[config.mk]
export PLATFORM = sky130hd
export DESIGN_NAME = seq_datapath
export DESIGN_NICKNAME = d
export VERILOG_FILES = /design/src/rtl/seq_datapath_pkg.sv /design/src/rtl/seq_datapath_stack.sv /design/src/rtl/seq_datapath.sv
export SDC_FILE = /design/constraint.sdc
export NUM_CORES = 1
export LEC_CHECK = 0
export BUFFER_PORTS_ARGS = -buffer_cell sky130_fd_sc_hd__buf_2
export CORE_MARGIN = 2
export CORE_UTILIZATION = 62
export CTS_CLUSTER_SIZE = 28
export DETAILED_ROUTE_END_ITERATION = 16
export PLACE_DENSITY = 0.82
export SLEW_MARGIN = 20
export SYNTH_ARGS = -nofsm -noshare
export SYNTH_HDL_FRONTEND = slang
export SYNTH_HIERARCHICAL = 1
export SYNTH_SLANG_ARGS = --single-unit
[constraint.sdc]
create_clock -name clk -period 6.92 [get_ports clk]
set_input_delay 0.346 -clock clk [delete_from_list [all_inputs] [get_ports clk]]
set_output_delay 0.346 -clock clk [all_outputs]
set_load 0.1 [all_outputs]
[src/rtl/seq_datapath_pkg.sv]
// Shared widths and Y-source encodings for the microsequencer datapath.
// No logic here; constants only.
package seq_datapath_pkg;

    localparam int AW    = 12;
    localparam int DEPTH = 5;
    localparam int SPW   = 3;

    localparam logic [1:0] SEL_D  = 2'b00;
    localparam logic [1:0] SEL_R  = 2'b01;
    localparam logic [1:0] SEL_F  = 2'b10;
    localparam logic [1:0] SEL_PC = 2'b11;

endpackage

[src/rtl/seq_datapath_stack.sv]
// seq_stack: 5-deep return-address LIFO with saturating top overwrite; updates on clk, f/fulln are state decodes.
// Latency: push/pop visible one clock later. No backpressure: a push when full overwrites the top entry.
module seq_stack
    import seq_datapath_pkg::*;
(
    input  logic            clk,
    input  logic            rst_n,
    input  logic            push,
    input  logic            pop,
    input  logic            clear,
    input  logic [AW-1:0]   din,
    output logic [AW-1:0]   f,
    output logic            fulln,
    output logic [SPW-1:0]  sp
);

    logic [AW-1:0]  mem [DEPTH];
    logic           wr_en;
    logic [SPW-1:0] wr_idx;
    logic [SPW-1:0] sp_nxt;

    // clear dominates; push+pop with entries replaces the top in place
    always_comb begin
        wr_en  = 1'b0;
        wr_idx = '0;
        sp_nxt = sp;
        if (clear) begin
            sp_nxt = '0;
            if (push) begin
                wr_en  = 1'b1;
                sp_nxt = SPW'(1);
            end
        end else if (push) begin
            wr_en = 1'b1;
            if (pop && sp != '0) begin
                wr_idx = sp - SPW'(1);
            end else if (sp < SPW'(DEPTH)) begin
                wr_idx = sp;
                sp_nxt = sp + SPW'(1);
            end else begin
                wr_idx = SPW'(DEPTH - 1);
            end
        end else if (pop && sp != '0) begin
            sp_nxt = sp - SPW'(1);
        end
    end

    always_ff @(posedge clk or negedge rst_n) begin
        if (!rst_n) begin
            sp <= '0;
            for (int i = 0; i < DEPTH; i++) mem[i] <= '0;
        end else begin
            sp <= sp_nxt;
            for (int i = 0; i < DEPTH; i++) begin
                if (wr_en && wr_idx == SPW'(i)) mem[i] <= din;
            end
        end
    end

    always_comb begin
        f = '0;
        for (int i = 0; i < DEPTH; i++) begin
            if (sp == SPW'(i + 1)) f = mem[i];
        end
    end

    assign fulln = (sp != SPW'(DEPTH));

endmodule

[src/rtl/seq_datapath.sv]
// Microsequencer datapath: Y mux, uPC incrementer, loop counter R and return stack; y/zeror are combinational.
// Latency: uPC, R and stack update on the next clk edge. No backpressure: every clock commits.
module seq_datapath
    import seq_datapath_pkg::*;
(
    input  logic            clk,
    input  logic            rst_n,
    input  logic [AW-1:0]   d,
    input  logic            ci,
    input  logic            rldn,
    input  logic            plrc,
    input  logic            dec,
    input  logic            clear,
    input  logic            push,
    input  logic            pop,
    input  logic            respc,
    input  logic [1:0]      selmux,
    output logic [AW-1:0]   y,
    output logic            zeror,
    output logic            fulln,
    output logic [SPW-1:0]  sp
);

    logic [AW-1:0] upc;
    logic [AW-1:0] r;
    logic [AW-1:0] f;

    seq_stack u_stack (
        .clk   (clk),
        .rst_n (rst_n),
        .push  (push),
        .pop   (pop),
        .clear (clear),
        .din   (upc),
        .f     (f),
        .fulln (fulln),
        .sp    (sp)
    );

    always_comb begin
        y = '0;
        if (!respc) begin
            case (selmux)
                SEL_D:   y = d;
                SEL_R:   y = r;
                SEL_F:   y = f;
                default: y = upc;
            endcase
        end
    end

    always_ff @(posedge clk or negedge rst_n) begin
        if (!rst_n) begin
            upc <= '0;
            r   <= '0;
        end else begin
            upc <= y + AW'(ci);
            if (!rldn || plrc) r <= d;
            else if (dec)      r <= r - AW'(1);
        end
    end

    assign zeror = (r == '0);

endmodule

==> summary.md <==
| Metric | Value |
|---|---|
| Status | `finished clean` |
| Clk_lat worst skew | `350 ps` |
| Netlist cell types | `66` |
| Commonest non-fill, non-tap cells in the layout | `dfrtp_1, nand2_1, o21ai_0, buf_2, mux2_4` |
| Area share of the largest cell type after synthesis | `42.75%` |
| Unrepaired setup endpoints after global routing | `false` |
| Commonest non-fill, non-tap cell in the layout | `dfrtp_1` |
| CP endpoint kind | `output pin` |
| First DRT Iteration DRCs | `212` |
| CTS Hold Buffers Added | `0` |
| Cell family with most CP delay | `simple AND/OR/NAND/NOR gates` |
| Initial antenna violation count | `0` |
| I/O pins | `41` |
| Yosys top cell by area | `dfrtp_1` |
| Worst-path clk slew | `80 ps` |
| Total power | `1.571 mW` |
| P&R area growth vs syn | `7.764%` |
| Core Area | `8093 um^2` |
| Initial Util | `62.93%` |
| Number of diodes | `0` |
| Cell row count | `33` |
| Synth top area cells | `dfrtp_1, mux2_4, mux2_2` |
| Cell Area, Synth | `5092 um^2` |
| Clock Tree Buf Depth | `2` |
| Pwr Density | `286.4 nW/um^2` |
| Resized cells post-CTS | `0` |
| Mapped Cells | `442` |
| Root buf cell | `clkbuf_8` |
| Total track usage | `27.74%` |
| Layout Skew | `8.395 ps` |
| Cell at the slowest stage of the critical path | `nor2b_1` |
| Die area | `8955 um^2` |
| CTS tree | `built` |
| DR vias | `3677` |
| Synth async-reset ratio | `100.0%` |
| Critical path required time | `6570 ps` |
| Grt total ovfl | `0` |
| Synth warn | `6` |
| Bufs and invs on worst path | `2` |
| Fmax | `0.2308 GHz` |
| Worst path max stage delay | `740 ps` |
| Detailed Place HPWL | `8119 um` |
| RD Place Congestion | `0.8806` |
| 1st-pass router iterations | `5` |
| Crit Path Class | `reg2out` |
| Post-synthesis sequential area ratio | `42.75%` |
| Global-route wire length before repair | `18750 um` |
| Postcts setup bufs | `0` |
| Die Y | `94.63 um` |
| Fin. Hold Viols | `0` |
| Vias in the first global route | `3658` |
| CTS buffer count | `9` |
| Max_cap viols | `0` |
| CP Cell Sequence | `inv_1, ha_1, nor2b_1, a22oi_1, o21ai_0, a22o_1, mux2i_1, or2_2, a21oi_1, buf_2` |
| Seq cells post-synth | `87` |
| Port buffer count | `40` |
| Routed Antenna Nets | `0` |
| Htree depth | `3` |
| Fin nets | `504` |
| Tcrit/Tclk final | `62.60%` |
| Syn Nets | `476` |
| VDD IR max | `0.1383 mV` |
| Ys flop type | `dfrtp_1` |
| WL per Instance | `19.89 um` |
| Post-synth EDFFs | `0` |
| Max FO, Critical Path | `13` |
| Hold Path Class | `in2async` |
| CP arrival | `3990 ps` |
| Leakage | `2.579 nW` |
| Post-route minimum period | `4332 ps` |
| Setup TNS | `0 ps` |
| Setup crit start kind | `register` |
| Die Wd | `94.63 um` |
| Max-slew headroom | `33.44%` |
| Pin count of the biggest net entering global routing | `88` |
| Fraction of layout cells with a size suffix above 1 | `28.27%` |
| Final setup fails | `0` |
| Mapped Avg Cell Area | `11.52 um^2` |
| Via density | `6.351` |
| Slew Viols, Final | `0` |
| Residual DRC | `0` |
| Drt total wl | `11520 um` |
| Worst-Margin Slew | `995.5 ps` |
| Clock sinks | `87` |
-- flip-flops by register name, summed over array words and instances, names as in the netlist --
| signal | cells |
|---|---|
| r | 12 |
| u_stack/sp | 3 |
| u_stack/mem | 60 |
| upc | 12 |
-- synthesized netlist by cell type, types with 2 or more instances --
cell and n:
nor2b_1 11, xor2_1 8, inv_1 10, nor3_1 3, nand4_1 2, nand2_1 58
buf_6 3, buf_4 5, mux2i_1 7, ha_1 10, mux4_1 5, a21oi_1 3
xnor2_1 13, nor3_2 4, dfrtp_1 87, a31oi_1 2, mux4_2 4, mux2_4 30
nand3_1 6, buf_2 2, or3_1 2, or2_2 2, a22o_1 13, o21ai_0 39
mux2_2 20, nand2b_1 8, nor2_1 8, o211ai_2 3, mux2_1 11, and2_1 2
clkbuf_1 14, a22oi_1 13
-- where the power goes --
part | switching [mW] | leakage [nW] | internal [mW]
combinational | 0.278 | 1.33 | 0.216
sequential | 0.0905 | 1.14 | 0.630
clock | 0.174 | 0.105 | 0.183
-- kinds of logic after synthesis --
group / share of synthesized area (%)
DFF: 42.75
buffers and inverters: 4.128
AOI/OAI and AO/OA: 13.02
adders and majority gates: 2.457
xor gates and xnor gates: 3.612
and+or+nand+nor: 12.60
muxes: 21.43
-- final timing paths --
kind / from / endpoint / slack [ps] / cells past startpoint
max in group asynchronous: rst_n / u_stack/mem[3] / 6340 / 1
min in group clk: d[0] / r[0] / 210 / 3
setup reg to reg: u_stack/sp[0] / upc[11] / 2700 / 14
setup / recovery: u_stack/sp[0] / y[1] / 2590 / 10
hold reg to reg: u_stack/mem[20] / u_stack/mem[20] / 500 / 1
hold / removal: rst_n / u_stack/sp[2] / 30 / 1
-- final cells by class --
| cell class | instances | area [um^2] |
|---|---|---|
| multi-input cells | 318 | 2713 |
| fillers | 601 | 2605 |
| flip-flops and latches | 87 | 2177 |
| repair buffers | 43 | 229.0 |
| clock buffers | 11 | 151.4 |
| well taps | 105 | 131.4 |
| clock inverters | 4 | 45.04 |
| inverters | 11 | 41.29 |
-- metrics by stage --
stage / utilization [%] / hold slack (ps) / setup slack, ps / instance area (um^2) / std cells
global placement: 65.24 / 466.4 / 3107 / 5280 / 564
detailed placement: 65.24 / 481.3 / 2835 / 5280 / 564
floorplan: - / 50.41 / 1431 / 5092 / 442
finish: 67.81 / 29.16 / 2588 / 5488 / 579
CTS: 67.67 / 202.8 / 2644 / 5477 / 579
global route: 67.81 / 118.2 / 2386 / 5488 / 579
-- routing by layer --
layer | global-route usage, % | wire length [um] | vias up
met5 | 0 | 0 | -
met4 | 9.179 | 141 | 0
met3 | 3.911 | 690 | 15
met2 | 46.81 | 5731 | 142
met1 | 37.14 | 4954 | 1871
li1 | - | - | 1649
Note: power is estimated with default switching activity, not from simulation.
